<file path="src/rtl/div_arbiter.sv">
// Round-robin arbiter sharing one 8-bit signed divider among four requesters,
// with divide-by-zero bypass and a RUN timeout that clears a hung divider.
//
// state | meaning
// IDLE  | waiting for any Req_Valid; pick a requester and latch its operands
// ISSUE | acknowledge the requester; bypass on zero divisor, else start divider
// RUN   | divider working; wait for Div_Done or the timeout
// RESP  | present the result for one cycle
// CLR   | second clear cycle for the divider after an abort
module div_arbiter #(
   parameter int TIMEOUT = 32
) (
   input  logic        CLK,
   input  logic        RST,
   input  logic [3:0]  Req_Valid,
   input  logic [31:0] Req_Dividend,
   input  logic [31:0] Req_Divisor,
   output logic [3:0]  Req_Ack,
   output logic [3:0]  Rsp_Valid,
   output logic [7:0]  Rsp_Quotient,
   output logic [7:0]  Rsp_Reminder,
   output logic        Rsp_Div0,
   output logic        Rsp_Err,
   output logic        Div_Start,
   output logic [7:0]  Div_Dividend,
   output logic [7:0]  Div_Divisor,
   output logic        Div_Clr,
   input  logic        Div_Done,
   input  logic [7:0]  Div_Quotient,
   input  logic [7:0]  Div_Reminder,
   output logic        Busy,
   output logic [1:0]  Grant_Id
);

   typedef enum logic [2:0] {IDLE, ISSUE, RUN, RESP, CLR} state_t;

   localparam logic [7:0] TMO_LAST = 8'(TIMEOUT - 1);

   state_t      state;
   logic [1:0]  rr_ptr;
   logic [1:0]  pick;
   logic [7:0]  tmo_cnt;
   logic        aborted;

   // Scan from the lowest priority up so the highest-priority requester wins last.
   always_comb begin
      pick = rr_ptr;
      for (int i = 3; i >= 0; i--) begin
         if (Req_Valid[rr_ptr + 2'(i)]) pick = rr_ptr + 2'(i);
      end
   end

   always_ff @(posedge CLK) begin
      if (RST) begin
         state        <= IDLE;
         rr_ptr       <= 2'd0;
         tmo_cnt      <= 8'd0;
         aborted      <= 1'b0;
         Req_Ack      <= 4'd0;
         Rsp_Valid    <= 4'd0;
         Rsp_Quotient <= 8'd0;
         Rsp_Reminder <= 8'd0;
         Rsp_Div0     <= 1'b0;
         Rsp_Err      <= 1'b0;
         Div_Start    <= 1'b0;
         Div_Dividend <= 8'd0;
         Div_Divisor  <= 8'd0;
         Div_Clr      <= 1'b1;
         Busy         <= 1'b0;
         Grant_Id     <= 2'd0;
      end else begin
         Req_Ack   <= 4'd0;
         Rsp_Valid <= 4'd0;
         Div_Clr   <= 1'b0;
         case (state)
            IDLE: begin
               if (|Req_Valid) begin
                  Grant_Id      <= pick;
                  rr_ptr        <= pick + 2'd1;
                  Div_Dividend  <= Req_Dividend[{pick, 3'b000} +: 8];
                  Div_Divisor   <= Req_Divisor[{pick, 3'b000} +: 8];
                  Req_Ack[pick] <= 1'b1;
                  Busy          <= 1'b1;
                  state         <= ISSUE;
               end
            end
            ISSUE: begin
               if (Div_Divisor == 8'd0) begin
                  Rsp_Valid[Grant_Id] <= 1'b1;
                  Rsp_Div0            <= 1'b1;
                  Rsp_Err             <= 1'b0;
                  Rsp_Quotient        <= 8'hFF;
                  // -128 negates to itself, which is the wanted 8'h80 magnitude.
                  Rsp_Reminder        <= Div_Dividend[7] ? (8'd0 - Div_Dividend) : Div_Dividend;
                  aborted             <= 1'b0;
                  state               <= RESP;
               end else begin
                  Div_Start <= 1'b1;
                  tmo_cnt   <= 8'd0;
                  state     <= RUN;
               end
            end
            RUN: begin
               if (Div_Done) begin
                  Div_Start           <= 1'b0;
                  Rsp_Valid[Grant_Id] <= 1'b1;
                  Rsp_Quotient        <= Div_Quotient;
                  Rsp_Reminder        <= Div_Reminder;
                  Rsp_Div0            <= 1'b0;
                  Rsp_Err             <= 1'b0;
                  aborted             <= 1'b0;
                  state               <= RESP;
               end else if (tmo_cnt == TMO_LAST) begin
                  Div_Start           <= 1'b0;
                  Div_Clr             <= 1'b1;
                  Rsp_Valid[Grant_Id] <= 1'b1;
                  Rsp_Quotient        <= 8'd0;
                  Rsp_Reminder        <= 8'd0;
                  Rsp_Div0            <= 1'b0;
                  Rsp_Err             <= 1'b1;
                  aborted             <= 1'b1;
                  state               <= RESP;
               end else begin
                  tmo_cnt <= tmo_cnt + 8'd1;
               end
            end
            RESP: begin
               if (aborted) begin
                  Div_Clr <= 1'b1;
                  state   <= CLR;
               end else begin
                  Busy  <= 1'b0;
                  state <= IDLE;
               end
            end
            CLR: begin
               Busy  <= 1'b0;
               state <= IDLE;
            end
            default: begin
               Busy  <= 1'b0;
               state <= IDLE;
            end
         endcase
      end
   end

endmodule

</file>
<file path="config.mk">
export PLATFORM = sky130hd
export DESIGN_NAME = div_arbiter
export DESIGN_NICKNAME = d
export VERILOG_FILES = /design/src/rtl/div_arbiter.sv
export SDC_FILE = /design/constraint.sdc
export NUM_CORES = 1
export LEC_CHECK = 0
export ABC_AREA = 1
export CORE_UTILIZATION = 45
export DETAILED_ROUTE_END_ITERATION = 8
export PLACE_DENSITY = 0.81
export SLEW_MARGIN = 40
export SYNTH_ARGS = -nofsm -noshare
export SYNTH_HDL_FRONTEND = slang
export SYNTH_SLANG_ARGS = --single-unit
</file>
<file path="constraint.sdc">
create_clock -name CLK -period 2.31 [get_ports CLK]
set_clock_uncertainty 0.05 [all_clocks]
set_input_delay 0.462 -clock CLK [delete_from_list [all_inputs] [get_ports CLK]]
set_output_delay 0.462 -clock CLK [all_outputs]
set_load 0.02 [all_outputs]
</file>
==> flow_metrics.env <==
export IMPL_status="complete, no violations"
export IMPL_io_pins=134
export IMPL_startpoint_type="input port"
export IMPL_grt_overflow_total=0
export IMPL_firstDrtPassIters=5
export IMPL_post_synth_instance_area_mm2=0.003587
export IMPL_post_route_util=0.6919
export IMPL_setup_slack_ns=0.1684
export IMPL_drc=0
export IMPL_core_mm2=0.007727
export IMPL_h_tree_depth=3
export IMPL_post_cts_setup_buffers=0
export IMPL_synth_warnings=0
export IMPL_hp_class="reg -> reg"
export IMPL_area_growth_pct=49.04
export IMPL_finalSetupViolCount=0
export IMPL_finalCritPeriodShare=0.9271
export IMPL_worstPathRequired_ns=2.50
export IMPL_dieHeight_um=91.29
export IMPL_pre_cts_slack_ns=-0.1495
export IMPL_p_per_area_mw_per_mm2=1210
export IMPL_cts_path_max_buffers=2
export IMPL_avgRoutedWirePerCell_um=13.43
export IMPL_crit_path_cell_trace="clkdlybuf4s50_1, inv_1, nand2_1, nand3_1, nand2_1, inv_1, nand2_1, nand2_2, nand2_1, nand2_4, nand2_4, buf_4, nand2_1, nand3_1, nand3_1, nand2_1, inv_1"
export IMPL_critPathKind="in -> reg"
export IMPL_port_buffers=133
export IMPL_ys_seq_elements=60
export IMPL_fmax_ghz=0.4669
export IMPL_r2r_end="Div_Divisor[6]"
export IMPL_post_cts_resized=0
export IMPL_critPathCaptureType="register"
export IMPL_yosys_area_top_type="dfxtp_1"
export IMPL_worstMarginPinSlew_ns=0.6129
export IMPL_maxCapViolations=0
export IMPL_relSlewSlack=0.5910
export IMPL_fin_nets=798
export IMPL_clock_root_buffer="clkbuf_8"
export IMPL_post_dp_hpwl_um=8374
export IMPL_whs_ns=0.4345
export IMPL_dr_total_vias=4115
export IMPL_grt_start_max_net_pins=33
export IMPL_synth_seq_area_share=0.3348
export IMPL_insertion_delay_ns=0.34
export IMPL_hold_viol=0
export IMPL_postRouteAntennaNets=0
export IMPL_yosys_area_top_type_share=0.3348
export IMPL_cpPeakStageDelay_ns=0.50
export IMPL_worstHoldStart="Grant_Id[0]"
export IMPL_antenna_found_initial=0
export IMPL_syn_area_per_cell_um2=6.360
export IMPL_holdPathStages=1
export IMPL_placement_rows=32
export IMPL_reg2regPathDepth=16
export IMPL_drt_iter0_markers=190
export IMPL_synthCells=564
export IMPL_die_area_mm2=0.008333
export IMPL_clk_pin_slew_worst_paths_ns=0.07
export IMPL_synth_area_leaders="dfxtp_1, nand3_1, inv_1"
export IMPL_crit_path_frequent_cell="nand2_1"
export IMPL_drive_above_1_share=0.08181
export IMPL_fin_crit_ns=2.142
export IMPL_power_mw=6.469
export IMPL_avgViaCountPerCell=5.074
export IMPL_diodes=0
export IMPL_r2r_start="rr_ptr[0]"
export IMPL_cts_hold_buffers=0
export IMPL_die_x_um=91.29
export IMPL_rsz0062_at_grt="no"
export IMPL_track_usage=0.2711
export IMPL_vdd_drop_max_uv=693.3
export IMPL_regToRegSetupSlack_ns=0.21
export IMPL_grt_pass1_wl_um=18040
export IMPL_place_gp_congestion=0.9403
export IMPL_crit_fanout=8
export IMPL_crit_arrival_ns=2.33
export IMPL_synth_fp_nets=657
export IMPL_slowest_stage="clkdlybuf4s50_1"
export IMPL_holdPathEnd="Rsp_Valid[0]"
export IMPL_clkSinkCount=60
export IMPL_wl_um=10890
export IMPL_cts_inserted_buffers=9
export IMPL_first_global_vias=3992
export IMPL_final_max_slew_viol_count=0
export IMPL_cts_tree="built"
export IMPL_ys_types=38
export IMPL_start_util=0.4642
export IMPL_leakage_nw=2.613
logic make-up (layout without fill, tap and decap cells):
logic type / Yosys count / after routing / share of synthesized area
simple gates: 258 / 258 / 0.3286
fa+ha+maj: 6 / 6 / 0.02093
flops: 60 / 60 / 0.3348
compound gates: 79 / 79 / 0.1231
buf+inv: 157 / 302 / 0.1828
xor+xnor: 4 / 4 / 0.009768
power breakdown:
part / total, mW / switching (mW) / leakage, nW / internal, mW
registers: 1.54 / 0.228 / 0.492 / 1.31
clock network: 1.10 / 0.407 / 0.119 / 0.692
logic: 3.83 / 2.22 / 2.00 / 1.62
total: 6.47 / 2.85 / 2.61 / 3.62
layout make-up:
type / instances / area [um^2]
inverter: 134 / 509.2
fill: 642 / 2381
clock buffer: 12 / 165.2
timing repair buffer: 153 / 1544
clock inverter: 3 / 68.82
multi-input combinational: 347 / 1730
sequential: 60 / 1201
tap: 102 / 127.6
routing by layer:
metal / global-route usage / vias to the layer above / routed length [um]
li1: - / 2053 / -
met1: 0.3067 / 1877 / 4389
met2: 0.4918 / 160 / 5665
met3: 0.05611 / 25 / 561
met4: 0.1124 / 0 / 274
met5: 0 / - / 0
worst max path at each step:
stage / slack (ns) / end / start
final: 0.17 / Div_Divisor[6] / Req_Valid[1]
after detailed placement: -0.15 / Div_Divisor[6] / Req_Valid[1]
after floorplan: 0.44 / rr_ptr[1] / Req_Valid[1]
after global routing: 0.04 / Div_Divisor[6] / Req_Valid[1]
after global placement: -0.03 / Div_Divisor[6] / Req_Valid[3]
after CTS: 0.21 / Div_Divisor[6] / Req_Valid[1]
critical path: cells and delay by family:
kind	cells	cell delay, ns
and+or+nand+nor	12	1.03
buffers and inverters	5	0.82
state kept, by name (all words and copies together), names as in the netlist, 3 cells and up:
register      cells
Rsp_Reminder      8
Div_Divisor       8
tmo_cnt           8
state             3
Rsp_Valid         4
Div_Dividend      8
Req_Ack           4
Rsp_Quotient      8
placed cells by master, fill, tap and decap left out, types with 3 or more instances in the layout:
cell type	instances
dfxtp_1	60
o21ai_0	15
nand2_4	3
o21ai_1	5
inv_2	7
nand2_1	109
a21oi_1	43
nand3_1	100
o211ai_1	3
clkbuf_8	12
nor2_1	25
nor3_1	9
ha_1	6
nand4_1	3
buf_4	15
inv_1	124
buf_12	5
clkdlybuf4s50_1	133
a31oi_1	5
cell usage after synthesis, drive strengths merged:
master	instances
nand3	102
nor4	1
xnor2	2
nand4	4
clkinv	1
o21ai	21
nor3	11
a31oi	5
a21oi	45
dfxtp	60
buf	16
inv	133
o211ai	3
xor2	2
ha	6
nor2	26
o31ai	1
a221oi	1
nand2	113
o21a	1
a211oi	1
a22oi	1
clkbuf	7
and3	1
through the flow:
stage	area, um^2	TNS, ns	instances
after floorplan	3587	0	564
after global placement	5112	-0.04757	796
after detailed placement	5112	-1.342	796
after CTS	5346	0	811
after global routing	5346	0	811
final	5346	0	811
No activity file was read; power rests on OpenSTA's default activity.
